File: config.mk
export PLATFORM = sky130hd
export DESIGN_NAME = frodo_mac_seq
export DESIGN_NICKNAME = d
export VERILOG_FILES = /design/src/rtl/frodo_pkg.sv /design/src/rtl/frodo_mac_seq.sv
export SDC_FILE = /design/constraint.sdc
export NUM_CORES = 1
export LEC_CHECK = 0
export BUFFER_PORTS_ARGS = -buffer_cell sky130_fd_sc_hd__buf_2
export CORE_ASPECT_RATIO = 1.75
export CORE_MARGIN = 4
export CORE_UTILIZATION = 49
export DETAILED_ROUTE_END_ITERATION = 8
export PLACE_DENSITY_LB_ADDON = 0.15
export SETUP_SLACK_MARGIN = 0.1
export SLEW_MARGIN = 40
export SYNTH_ARGS = -nofsm -noshare
export SYNTH_HDL_FRONTEND = slang
export SYNTH_SLANG_ARGS = --single-unit
File: constraint.sdc
create_clock -name clk -period 5 [get_ports clk]
set_input_delay 1 -clock clk [delete_from_list [all_inputs] [get_ports clk]]
set_output_delay 1 -clock clk [all_outputs]
set_load 0.02 [all_outputs]
File: src/rtl/frodo_pkg.sv
//==============================================================================
// Package : frodo_pkg
// Desc    : Shared types, widths and S-element helpers for the Frodo MAC path.
// Rev     : 1.0
//==============================================================================
`default_nettype none

package frodo_pkg;

  localparam int Q_W        = 16;
  localparam int B_W        = 8;
  localparam int B_SIGN_BIT = 4;
  localparam int MAC_LAT    = 2;

  typedef enum logic [2:0] {
    ST_IDLE    = 3'd0,
    ST_FETCH   = 3'd1,
    ST_ISSUE   = 3'd2,
    ST_WAIT    = 3'd3,
    ST_COLLECT = 3'd4,
    ST_OUT     = 3'd5
  } state_t;

  // S elements are 5-bit signed values carried in an 8-bit field
  function automatic logic b_illegal(input logic [B_W-1:0] b);
    return b[B_W-1:B_SIGN_BIT+1] != {(B_W-B_SIGN_BIT-1){b[B_SIGN_BIT]}};
  endfunction

  function automatic logic [B_W-1:0] b_sext(input logic [B_W-1:0] b);
    return {{(B_W-B_SIGN_BIT-1){b[B_SIGN_BIT]}}, b[B_SIGN_BIT:0]};
  endfunction

endpackage

`default_nettype wire

File: src/rtl/frodo_mac_seq.sv
//==============================================================================
// Module : frodo_mac_seq
// Desc   : Drives an external 2-cycle MAC to produce one LEN-term inner product.
// Rev    : 1.0
//==============================================================================
`default_nettype none

module frodo_mac_seq
  import frodo_pkg::*;
#(
  parameter int LEN   = 640,
  parameter int CNT_W = 10
) (
  input  logic           clk,
  input  logic           rst,
  input  logic           start,
  input  logic [Q_W-1:0] init_c,
  input  logic           in_valid,
  output logic           in_ready,
  input  logic [Q_W-1:0] in_a,
  input  logic [B_W-1:0] in_b,
  output logic           mac_en,
  output logic [Q_W-1:0] mac_a,
  output logic [B_W-1:0] mac_b,
  output logic [Q_W-1:0] mac_c,
  input  logic           mac_done,
  input  logic [Q_W-1:0] mac_result,
  output logic           out_valid,
  input  logic           out_ready,
  output logic [Q_W-1:0] out_data,
  output logic           busy,
  output logic           err
);

  localparam logic [CNT_W-1:0] c_LAST = CNT_W'(LEN - 1);

  // ISSUE and WAIT together cover exactly two cycles of MAC latency
  if (MAC_LAT != 2) begin : g_lat_guard
    $error("frodo_mac_seq sequencing assumes a 2-cycle MAC");
  end

  state_t           r_state;
  state_t           w_state_nxt;
  logic [Q_W-1:0]   r_acc;
  logic [Q_W-1:0]   r_opa;
  logic [B_W-1:0]   r_opb;
  logic [CNT_W-1:0] r_cnt;
  logic             r_err;
  logic             w_fetch_hs;
  logic             w_last;
  logic             w_unused_mac_done;

  assign w_fetch_hs        = (r_state == ST_FETCH) && in_valid;
  assign w_last            = (r_cnt == c_LAST);
  assign w_unused_mac_done = mac_done;

  always_ff @(posedge clk or posedge rst) begin
    if (rst) begin
      r_state <= ST_IDLE;
    end else begin
      r_state <= w_state_nxt;
    end
  end

  always_comb begin
    w_state_nxt = r_state;
    case (r_state)
      ST_IDLE:    if (start) w_state_nxt = ST_FETCH;
      ST_FETCH:   if (in_valid) w_state_nxt = ST_ISSUE;
      ST_ISSUE:   w_state_nxt = ST_WAIT;
      ST_WAIT:    w_state_nxt = ST_COLLECT;
      ST_COLLECT: w_state_nxt = w_last ? ST_OUT : ST_FETCH;
      ST_OUT:     if (out_ready) w_state_nxt = ST_IDLE;
      default:    w_state_nxt = ST_IDLE;
    endcase
  end

  always_ff @(posedge clk or posedge rst) begin
    if (rst) begin
      r_acc <= '0;
      r_opa <= '0;
      r_opb <= '0;
      r_cnt <= '0;
      r_err <= 1'b0;
    end else begin
      if (r_state == ST_IDLE && start) begin
        r_acc <= init_c;
        r_cnt <= '0;
        r_err <= 1'b0;
      end
      if (w_fetch_hs) begin
        r_opa <= in_a;
        r_opb <= b_sext(in_b);
        if (b_illegal(in_b)) r_err <= 1'b1;
      end
      // mac_result is valid in COLLECT, two cycles after the ISSUE strobe
      if (r_state == ST_COLLECT) begin
        r_acc <= mac_result;
        r_cnt <= r_cnt + 1'b1;
      end
    end
  end

  assign in_ready  = (r_state == ST_FETCH);
  assign mac_en    = (r_state == ST_ISSUE);
  assign out_valid = (r_state == ST_OUT);
  assign busy      = (r_state != ST_IDLE);
  assign mac_a     = r_opa;
  assign mac_b     = r_opb;
  assign mac_c     = r_acc;
  assign out_data  = r_acc;
  assign err       = r_err;

endmodule

`default_nettype wire
==> key figures, run 1 <==
Run status
  • Outcome: finished clean

Floorplanning
  • Row count: 34
  • Effective utilization at floorplan: 50.3%
  • Core Region: 4980 µm²
  • Die width: 62.0 µm
  • Area enclosed by the die boundary: 6360 µm²
  • IO Pins: 123
  • Die height: 103 µm

STA
  • Setup-failing EPs final: 0
  • Final worst path period need: 2.41 ns
  • Max-slew headroom at the worst pin: 49.7%
  • Max Clock Freq: 414 MHz
  • Max Clock Skew: about 0.0065 ns
  • Total Negative Setup Slacks: 0 ns
  • Number of pins with negative max-slew slack in the final report: 0
  • Setup repair after global routing missed its margin: no
  • Share of the cycle needed by the critical path after routing: 48.3%
  • Number of hold violations in the final report: 0
  • Transition time at the pin with the least slew margin: roughly 0.75 ns

Synth
  • Area share of the largest cell type after synthesis: roughly half
  • Most frequently used flop master after synthesis: sky130_fd_sc_hd__dfrtp_1
  • Post-synth net total: 261
  • Async SR Flop Fraction: 100%
  • Number of library cell types mapped by synthesis: 34
  • Syn Std Cell Area: 2500 µm²
  • Average footprint of a synthesized cell: 12.6 µm²
  • Number of synthesized register bits: 51
  • Yosys Warn Count: 0
  • Leading cell types by total area after synthesis: sky130_fd_sc_hd__dfrtp_1 (51%), sky130_fd_sc_hd__mux2_2 (24%), sky130_fd_sc_hd__buf_4 (7.2%)
  • Number of instances in the synthesized netlist: roughly 200
  • Sequential element share of the synthesized area: 51.0%
  • Number of enable flip-flop cells after synthesis: 0
  • Cell type with the largest total area after synthesis: sky130_fd_sc_hd__dfrtp_1

Power
  • Leakage Power: ~1.6 nW
  • Power density over cell area: 672 nW/µm²
  • Gate power share: 50.2%
  • Power share of the sequential group: a little over a third
  • Peak supply drop: 0.000450 V
  • Net switching power: 0.874 mW
  • Share of total power in the clock network: 14.3%
  • Switching portion of total power: 41.6%
  • Internal power of the cells: 1.23 mW

Worst hold path
  • Type of the tightest min-delay check: reg -> reg
  • Launch instance of the worst min-delay path: r_cnt[5]

Setup path
  • Required time of the critical path: 4.00 ns
  • Critical path launch point: r_state[1]
  • Cells traversed along the worst timing path: or3_1 > buf_2
  • Maximum cell stage delay along the critical path: 0.55 ns
  • Biggest fanout along the worst timing path: 15
  • Critical path buffers and inverters: 1
  • CP Data Arrival Time: 1.41 ns
  • Type of origin of the critical path: flop
  • Cell with the biggest individual delay on the critical path: sky130_fd_sc_hd__dfrtp_1
  • Category of the critical setup timing path: reg -> out
  • Largest delay share family, worst path: flip-flops
  • Worst r2r src: r_state[2]
  • Capturing element type of the critical path: primary output

Cells and area
  • Area of the multi-input gates: 1020 µm²
  • FF/Latch Area: 1280 µm²
  • Layout cell share with drive strength beyond 1: 63.3%
  • Layout Utilization: roughly 63%
  • Area Overhead vs Synth: 24.7%
  • Final nets: 362
  • Filler Cell Count: 453
  • Count of antenna diodes in the layout: 0

Global routing
  • Remaining Overflow, GRT: 0
  • Maximum number of pins on one net before global-route repair: 52
  • Number of global-route vias before repair: around 1.8k
  • Antenna violations before repair: 0
  • Global-route total usage across every layer: 15.9%
  • First-pass GRT wire length: 7670 µm

Job
  • Max-cap violation count: 0

Route
  • Routed WL per cell: 13.7 µm
  • DRC violations left: 0
  • Number of DRC violations after detailed-routing iteration 0: 43
  • Wire length reported by the detailed router: 4850 µm
  • DRT antenna net count: 0
  • Via-per-instance ratio: 5.16
  • Pre-antenna DRT Iters: 4
  • Detailed-route via count: ~1.8k

Placement
  • Count of buffers inserted at the top-level ports: 121
  • Hpwl dp: 3800 µm
  • RD Place Congestion: 0.703

Clock tree
  • Buffer count from post-CTS setup fixing: 0
  • CTS Hold Bufs: 0
  • Clock latency on the worst-skew pair: 0.31 ns
  • Clock transition at the registers of the reported paths: 0.09 ns
  • Post-cts repair resize count: 0
  • H-tree Lvls: 2
  • Maximum clock insertion buffer count: 2
  • Clock tree from TritonCTS: built
  • Clock tree root buffer cell: sky130_fd_sc_hd__clkbuf_8
  • CTS Sinks: between 50 and 60
  • Number of buffers created by CTS: 5
==> per-layer routing <==
layer | track usage (%) | vias up | share of wire (%)
li1 | - | 888 | -
met1 | 16.7 | 866 | 34
met2 | 29.6 | 65 | 57
met3 | 3.26 | 7 | 7.3
met4 | 5.88 | 0 | 1.5
met5 | 0 | - | 0
==> layout by cell type, fill, tap and decap left out, types with 4 or more instances in the layout <==
| master | n |
|---|---|
| sky130_fd_sc_hd__mux2i_1 | 7 |
| sky130_fd_sc_hd__nand4_1 | 5 |
| sky130_fd_sc_hd__buf_2 | 121 |
| sky130_fd_sc_hd__mux2_2 | 53 |
| sky130_fd_sc_hd__nand2_1 | 10 |
| sky130_fd_sc_hd__dfrtp_1 | 51 |
| sky130_fd_sc_hd__clkbuf_8 | 6 |
| sky130_fd_sc_hd__nor2_1 | 4 |
==> worst paths after layout <==
kind / end / slack (ns) / cells after the start
worst max-delay path: busy / 2.59 / 2
worst min-delay path: r_cnt[5] / 0.48 / 1
worst max register to register: mac_c[12] / 2.59 / 4
worst min register to register: r_cnt[5] / 0.48 / 1
max in group asynchronous: r_state[2] / 3.82 / 2
min in group asynchronous: mac_c[15] / 0.77 / 2
==> area by class of cell <==
cell class / count / area share (%)
flip-flops and latches: 51 / 40.9
repair buffers: 124 / 20.1
inverters: 2 / 0.321
clock inverters: 2 / 1.24
clock buffers: 6 / 2.64
well taps: 54 / 2.16
multi-input cells: 115 / 32.7
==> per-stage QoR <==
step | setup WS (ns) | hold slack, ns | area, µm² | instances | power [mW]
after floorplan | 2.77 | 0.438 | 2500 | 198 | 1.59
after detailed placement | 2.49 | 0.480 | 3000 | 346 | 1.83
final | 2.59 | 0.484 | 3120 | 354 | 2.10
after CTS | 2.57 | 0.491 | 3120 | 354 | 2.13
after global placement | 2.51 | 0.464 | 3000 | 346 | 1.81
after global routing | 2.44 | 0.512 | 3120 | 354 | 2.25
==> state kept, by name (all words and copies together), names as in the netlist <==
| register | count |
|---|---|
| r_cnt | 10 |
| err | 1 |
| mac_a | 16 |
| mac_b | 5 |
| mac_c | 16 |
| r_state | 3 |
==> synthesized netlist by cell type, types with 2 or more instances <==
master,count
sky130_fd_sc_hd__a21oi_1,3
sky130_fd_sc_hd__and3_1,2
sky130_fd_sc_hd__nor2_1,4
sky130_fd_sc_hd__nor3b_1,2
sky130_fd_sc_hd__dfrtp_1,51
sky130_fd_sc_hd__inv_1,2
sky130_fd_sc_hd__and2_1,2
sky130_fd_sc_hd__nand4_1,5
sky130_fd_sc_hd__a31oi_1,3
sky130_fd_sc_hd__a21o_1,2
sky130_fd_sc_hd__clkbuf_1,5
sky130_fd_sc_hd__nand2b_1,2
sky130_fd_sc_hd__nand3_1,3
sky130_fd_sc_hd__mux2i_1,7
sky130_fd_sc_hd__mux2_2,53
sky130_fd_sc_hd__nand2_1,10
sky130_fd_sc_hd__buf_4,24
sky130_fd_sc_hd__or3_1,2
==> power by group through the flow <==
stage               sequential (mW)  clock [mW]  combinational (mW)
floorplan                     0.920           0               0.672
global placement              0.747           0                1.06
detailed placement            0.758           0                1.07
CTS                           0.750       0.310                1.07
global route                  0.780       0.324                1.14
finish                        0.745       0.300                1.05
==> kinds of logic after synthesis <==
logic type	Yosys count	share of synthesized area, %
xor+xnor	1	0.350
simple gates	39	8.90
buf+inv	32	8.70
mux	60	26.6
flops	51	51.0
compound gates	14	3.95
fa+ha+maj	1	0.500
Note: power is estimated with default switching activity, not from simulation.
==> inputs of run 2 (changes only) <==
- CORE_UTILIZATION: 49 -> 46
- clock period: 5 -> 2.5 ns (I/O delays scaled with it)
==> key figures, run 2 (synthesized netlist as in run 1, its figures left out) <==
Worst hold path
  • Type of the tightest min-delay check: in -> async

Route
  • Detailed-route via count: 1842
  • Routed WL per cell: 14.8 µm
  • DRT antenna net count: 0
  • DRC violations left: 0
  • Via-per-instance ratio: 5.12
  • Pre-antenna DRT Iters: 4
  • Wire length reported by the detailed router: between 5000 and 6000 µm
  • Number of DRC violations after detailed-routing iteration 0: 88

Clock tree
  • CTS Hold Bufs: 0
  • Clock tree root buffer cell: sky130_fd_sc_hd__clkbuf_8
  • Post-cts repair resize count: 0
  • Clock transition at the registers of the reported paths: approximately 0.09 ns
  • Buffer count from post-CTS setup fixing: 0
  • CTS Sinks: 51
  • Clock latency on the worst-skew pair: 0.29 ns
  • H-tree Lvls: 2
  • Maximum clock insertion buffer count: 2
  • Clock tree from TritonCTS: built
  • Number of buffers created by CTS: 5

Run status
  • Outcome: finished clean

Floorplanning
  • IO Pins: 123
  • Effective utilization at floorplan: a little under half
  • Area enclosed by the die boundary: 6730 µm²
  • Die height: 106 µm
  • Die width: 63.8 µm
  • Row count: 35
  • Core Region: 5260 µm²

Cells and area
  • Count of antenna diodes in the layout: 0
  • FF/Latch Area: 1280 µm²
  • Commonest non-fill, non-tap cell in the layout: sky130_fd_sc_hd__buf_2
  • Area of the multi-input gates: about 1000 µm²
  • Layout cell share with drive strength beyond 1: a little under two thirds
  • Most frequent cells in the layout: sky130_fd_sc_hd__buf_2 (121), sky130_fd_sc_hd__mux2_2 (53), sky130_fd_sc_hd__dfrtp_1 (51), sky130_fd_sc_hd__nand2_1 (10)
  • Filler Cell Count: approximately 470
  • Final nets: 367
  • Area Overhead vs Synth: 25.8%

Setup path
  • Type of origin of the critical path: flop
  • CP Data Arrival Time: 1.38 ns
  • Cells traversed along the worst timing path: buf_4 > or3_1 > buf_2
  • Required time of the critical path: 2.00 ns
  • Biggest fanout along the worst timing path: 14
  • Critical path buffers and inverters: 2
  • Cell with the biggest individual delay on the critical path: sky130_fd_sc_hd__dfrtp_1
  • Capturing element type of the critical path: primary output
  • Category of the critical setup timing path: reg -> out
  • Maximum cell stage delay along the critical path: 0.39 ns
  • Largest delay share family, worst path: flip-flops

Job
  • Max-cap violation count: 0

STA
  • Setup repair after global routing missed its margin: no
  • Max-slew headroom at the worst pin: between 50% and 60%
  • Number of pins with negative max-slew slack in the final report: 0
  • Final worst path period need: 1.88 ns
  • Share of the cycle needed by the critical path after routing: 75.2%
  • Number of hold violations in the final report: 0
  • Total Negative Setup Slacks: 0 ns
  • Max Clock Skew: 0.00479 ns
  • Transition time at the pin with the least slew margin: about 0.64 ns
  • Max Clock Freq: 532 MHz
  • Setup-failing EPs final: 0

Power
  • Power density over cell area: 1330 nW/µm²
  • Power consumption: 4.19 mW
  • Leakage Power: between 1.5 and 2 nW
  • Peak supply drop: 0.000673 V

Global routing
  • Number of global-route vias before repair: 1884
  • Remaining Overflow, GRT: 0
  • Antenna violations before repair: 0
  • First-pass GRT wire length: 8650 µm
  • Maximum number of pins on one net before global-route repair: 52
  • Global-route total usage across every layer: 16.2%

Placement
  • Count of buffers inserted at the top-level ports: 121
  • Hpwl dp: 4030 µm
  • RD Place Congestion: 0.742
==> run 2: worst paths after layout <==
| path | cells past startpoint | startpoint | end | slack [ns] |
|---|---|---|---|---|
| worst min register to register | 1 | r_cnt[5] | r_cnt[5] | 0.48 |
| worst min-delay path | 3 | rst | mac_a[2] | 0.37 |
| max in group asynchronous | 3 | rst | mac_c[7] | 1.71 |
| min in group clk | 2 | in_a[4] | mac_a[4] | 0.43 |
| worst max-delay path | 3 | r_state[2] | busy | 0.62 |
| worst max register to register | 4 | r_state[1] | mac_c[15] | 0.71 |
==> run 2: power by group <==
group | total (mW) | internal [mW] | switching (mW)
Sequential | 1.43 | 1.20 | 0.226
Combinational | 2.26 | 0.968 | 1.29
Clock | 0.506 | 0.253 | 0.253
==> run 2: through the flow <==
step	cell area, µm²	utilization [%]	hold WS, ns	instances	setup WS, ns
2_1_floorplan	2500	-	0.438	198	0.770
5_1_grt	3150	60.0	0.412	360	0.545
6_report	3150	60.0	0.369	360	0.621
4_1_cts	3150	60.0	0.383	360	0.598
3_5_place_dp	3050	58.0	0.468	352	0.668
3_3_place_gp	3050	58.0	0.462	352	0.696
==> run 2: routing by layer <==
layer  global-route usage, %  part of all wire (%)  vias to the layer above  routed length [µm]
li1                        -                     -                      893                   -
met1                    17.7                    37                      869                1980
met2                    29.8                    54                       75                2840
met3                    4.05                   7.8                        5                 414
met4                    5.10                   1.4                        0                  72
met5                       0                     0                        -                   0
==> run 2: tightest hold or removal path: stages <==
cell	delay [ns]
sky130_fd_sc_hd__buf_2	0.10
sky130_fd_sc_hd__inv_2	0.03
sky130_fd_sc_hd__buf_4	0.51
==> run 2: cell type report <==
cell class	count	area share, %
well taps	55	2.18
repair buffers	129	21.5
clock buffers	8	3.18
inverters	2	0.238
flip-flops and latches	51	40.5
multi-input cells	115	32.4
==> inputs of run 3 (changes only) <==
- CORE_UTILIZATION: 46 -> 41
- clock period: 2.5 -> 1.5 ns (I/O delays scaled with it)
==> key figures, run 3 (synthesized netlist as in run 1, its figures left out) <==
Worst hold path
  • Type of the tightest min-delay check: in -> reg
  • Launch instance of the worst min-delay path: in_a[3]
  • Hold Path Sink: mac_a[3]
  • Cells on Worst Hold Path: 2

Route
  • Via-per-instance ratio: 4.91
  • Wire length reported by the detailed router: 6270 µm
  • DRC violations left: 0
  • Routed WL per cell: 15.4 µm
  • Pre-antenna DRT Iters: 4
  • DRT antenna net count: 0
  • Number of DRC violations after detailed-routing iteration 0: 14
  • Detailed-route via count: 2003

Power
  • Share of total power in the clock network: 12.9%
  • Power share of the sequential group: between 20% and 30%
  • Switching portion of total power: 39.1%
  • Power consumption: a little under 9 mW
  • Gate power share: 59.3%
  • Peak supply drop: 0.00128 V
  • Net switching power: 3.38 mW
  • Power density over cell area: around 2300 nW/µm²
  • Internal power of the cells: 5.26 mW
  • Leakage Power: roughly 1.9 nW

Clock tree
  • Clock transition at the registers of the reported paths: 0.09 ns
  • Clock latency on the worst-skew pair: about 0.31 ns
  • Maximum clock insertion buffer count: 2
  • H-tree Lvls: 2
  • CTS Sinks: 51
  • Number of buffers created by CTS: 5
  • Clock tree root buffer cell: sky130_fd_sc_hd__clkbuf_8
  • Clock tree from TritonCTS: built

Floorplanning
  • Area enclosed by the die boundary: 7470 µm²
  • Die width: roughly 67 µm
  • Row count: 37
  • Core Region: 5930 µm²
  • Effective utilization at floorplan: 42.3%
  • IO Pins: 123
  • Die height: 111 µm

Cells and area
  • Layout Utilization: 64.0%
  • Layout cell share with drive strength beyond 1: 70.6%
  • Final nets: 392
  • Number of standard cells in the layout, taps in and fillers out: 408
  • Count of antenna diodes in the layout: 0
  • Area Overhead vs Synth: 51.4%
  • Most frequent cells in the layout: sky130_fd_sc_hd__buf_2 (117), sky130_fd_sc_hd__dfrtp_1 (51), sky130_fd_sc_hd__mux2_4 (32), sky130_fd_sc_hd__mux2_2 (21), sky130_fd_sc_hd__buf_6 (14)
  • Filler Cell Count: approximately 510
  • Commonest non-fill, non-tap cell in the layout: sky130_fd_sc_hd__buf_2
  • Fin area: 3790 µm²

Placement
  • Count of buffers inserted at the top-level ports: 121
  • Total instance count after detailed placement: about 380
  • Cell area after placement: 3220 µm²
  • Hpwl dp: about 4300 µm
  • DP Worst Slack: -0.0853 ns
  • RD Place Congestion: 0.767

Setup path
  • Biggest fanout along the worst timing path: 5
  • CP Data Arrival Time: 1.42 ns
  • Reg-to-reg setup timing slack: -0.21 ns
  • Endpoint of the worst-slack reg-to-reg timing path: mac_c[1]
  • Capturing element type of the critical path: primary output
  • Category of the critical setup timing path: reg -> out
  • Required time of the critical path: around 1.2 ns
  • Type of origin of the critical path: flop
  • Worst Reg2Reg Path Length in Cells: 5
  • Worst r2r src: r_state[0]

Run status
  • Outcome: complete, but fails checks
  • Violations in the final reports: negative setup slack

STA
  • Setup-failing EPs final: 50
  • Total Negative Setup Slacks: -5.75 ns
  • Max Clock Freq: between 500 and 600 MHz
  • Setup repair after global routing missed its margin: yes
  • Final worst slack: -0.218 ns
  • Number of pins with negative max-slew slack in the final report: 0
  • Share of the cycle needed by the critical path after routing: 115%
  • Transition time at the pin with the least slew margin: 0.423 ns
  • Max Clock Skew: 0.00630 ns
  • Final worst path period need: between 1.5 and 2 ns
  • Number of hold violations in the final report: 0
  • Max-slew headroom at the worst pin: between 70% and 80%
  • Worst hold slack across all endpoints: ~0.21 ns

Global routing
  • Maximum number of pins on one net before global-route repair: 30
  • Antenna violations before repair: 0
  • Global-route total usage across every layer: 17.5%
  • Number of global-route vias before repair: 2101
  • First-pass GRT wire length: 10000 µm
  • Remaining Overflow, GRT: 0

Job
  • Max-cap violation count: 0
## run 3: changes by cell type in the layout (fill, tap and decap cells not counted), moves of 2 or more
cell                        delta
sky130_fd_sc_hd__buf_4         +6
sky130_fd_sc_hd__mux2_2       -32
sky130_fd_sc_hd__buf_2         -4
sky130_fd_sc_hd__buf_6        +14
sky130_fd_sc_hd__clkbuf_8      -2
sky130_fd_sc_hd__buf_12        +3
sky130_fd_sc_hd__nand2_1       -7
sky130_fd_sc_hd__mux2_4       +32
sky130_fd_sc_hd__buf_8         +2
sky130_fd_sc_hd__buf_16        +3
sky130_fd_sc_hd__bufinv_16     +2
sky130_fd_sc_hd__nand2_2       +6
## run 3: power by group through the flow
stage,logic (mW),clock network (mW),registers (mW)
finish,5.13,1.11,2.41
global route,5.43,1.22,2.50
CTS,4.97,1.15,2.41
detailed placement,4.05,0,2.43
global placement,3.98,0,2.40
floorplan,2.32,0,3.07
## run 3: layout make-up
class | count | area [µm²] | share of cell area, %
Sequential cell | 51 | 1280 | 33.7
Multi-Input combinational cell | 115 | 1230 | 32.4
Timing Repair Buffer | 154 | 1040 | 27.5
Inverter | 2 | 11.3 | 0.297
Tap cell | 78 | 97.6 | 2.57
Clock inverter | 2 | 60.1 | 1.58
Clock buffer | 6 | 72.6 | 1.91
## run 3: worst max-delay path by stage
stage                     startpoint  endpoint  slack (ns)  depth (start not counted)
after floorplan           r_state[1]  mac_c[0]       -0.09                          3
after global placement    r_state[0]  mac_c[1]       -0.06                          4
after detailed placement  r_state[0]  mac_c[9]       -0.09                          4
after CTS                 r_state[0]      busy       -0.21                          4
after global routing      r_state[1]  mac_c[1]       -0.28                          5
final                     r_state[0]      busy       -0.22                          4
## run 3: per-layer routing
layer,track usage (%),up-vias,part of all wire (%),wire length (µm)
met1,18.4,948,36,2240
met3,4.74,18,7.9,497
met5,0,-,0,0
li1,-,948,-,-
met2,31.3,89,53,3340
met4,7.86,0,3.1,194
## run 3: worst max-delay path, stage by stage (launching register included)
cell and delay [ns]:
sky130_fd_sc_hd__dfrtp_1 0.41, sky130_fd_sc_hd__buf_6 0.13, sky130_fd_sc_hd__buf_6 0.12, sky130_fd_sc_hd__or3_1 0.32, sky130_fd_sc_hd__buf_6 0.14
## run 3: timing repair
action | CTS | global route
buffers inserted | 14 | 1
pin swaps | 10 | 6
cloned | 3 | 0
endpoints found under the setup margin | 52 | 54
hold endpoints to repair | 6 | 0
gates resized for setup | 47 | 19
hold buffers | 1 | 0
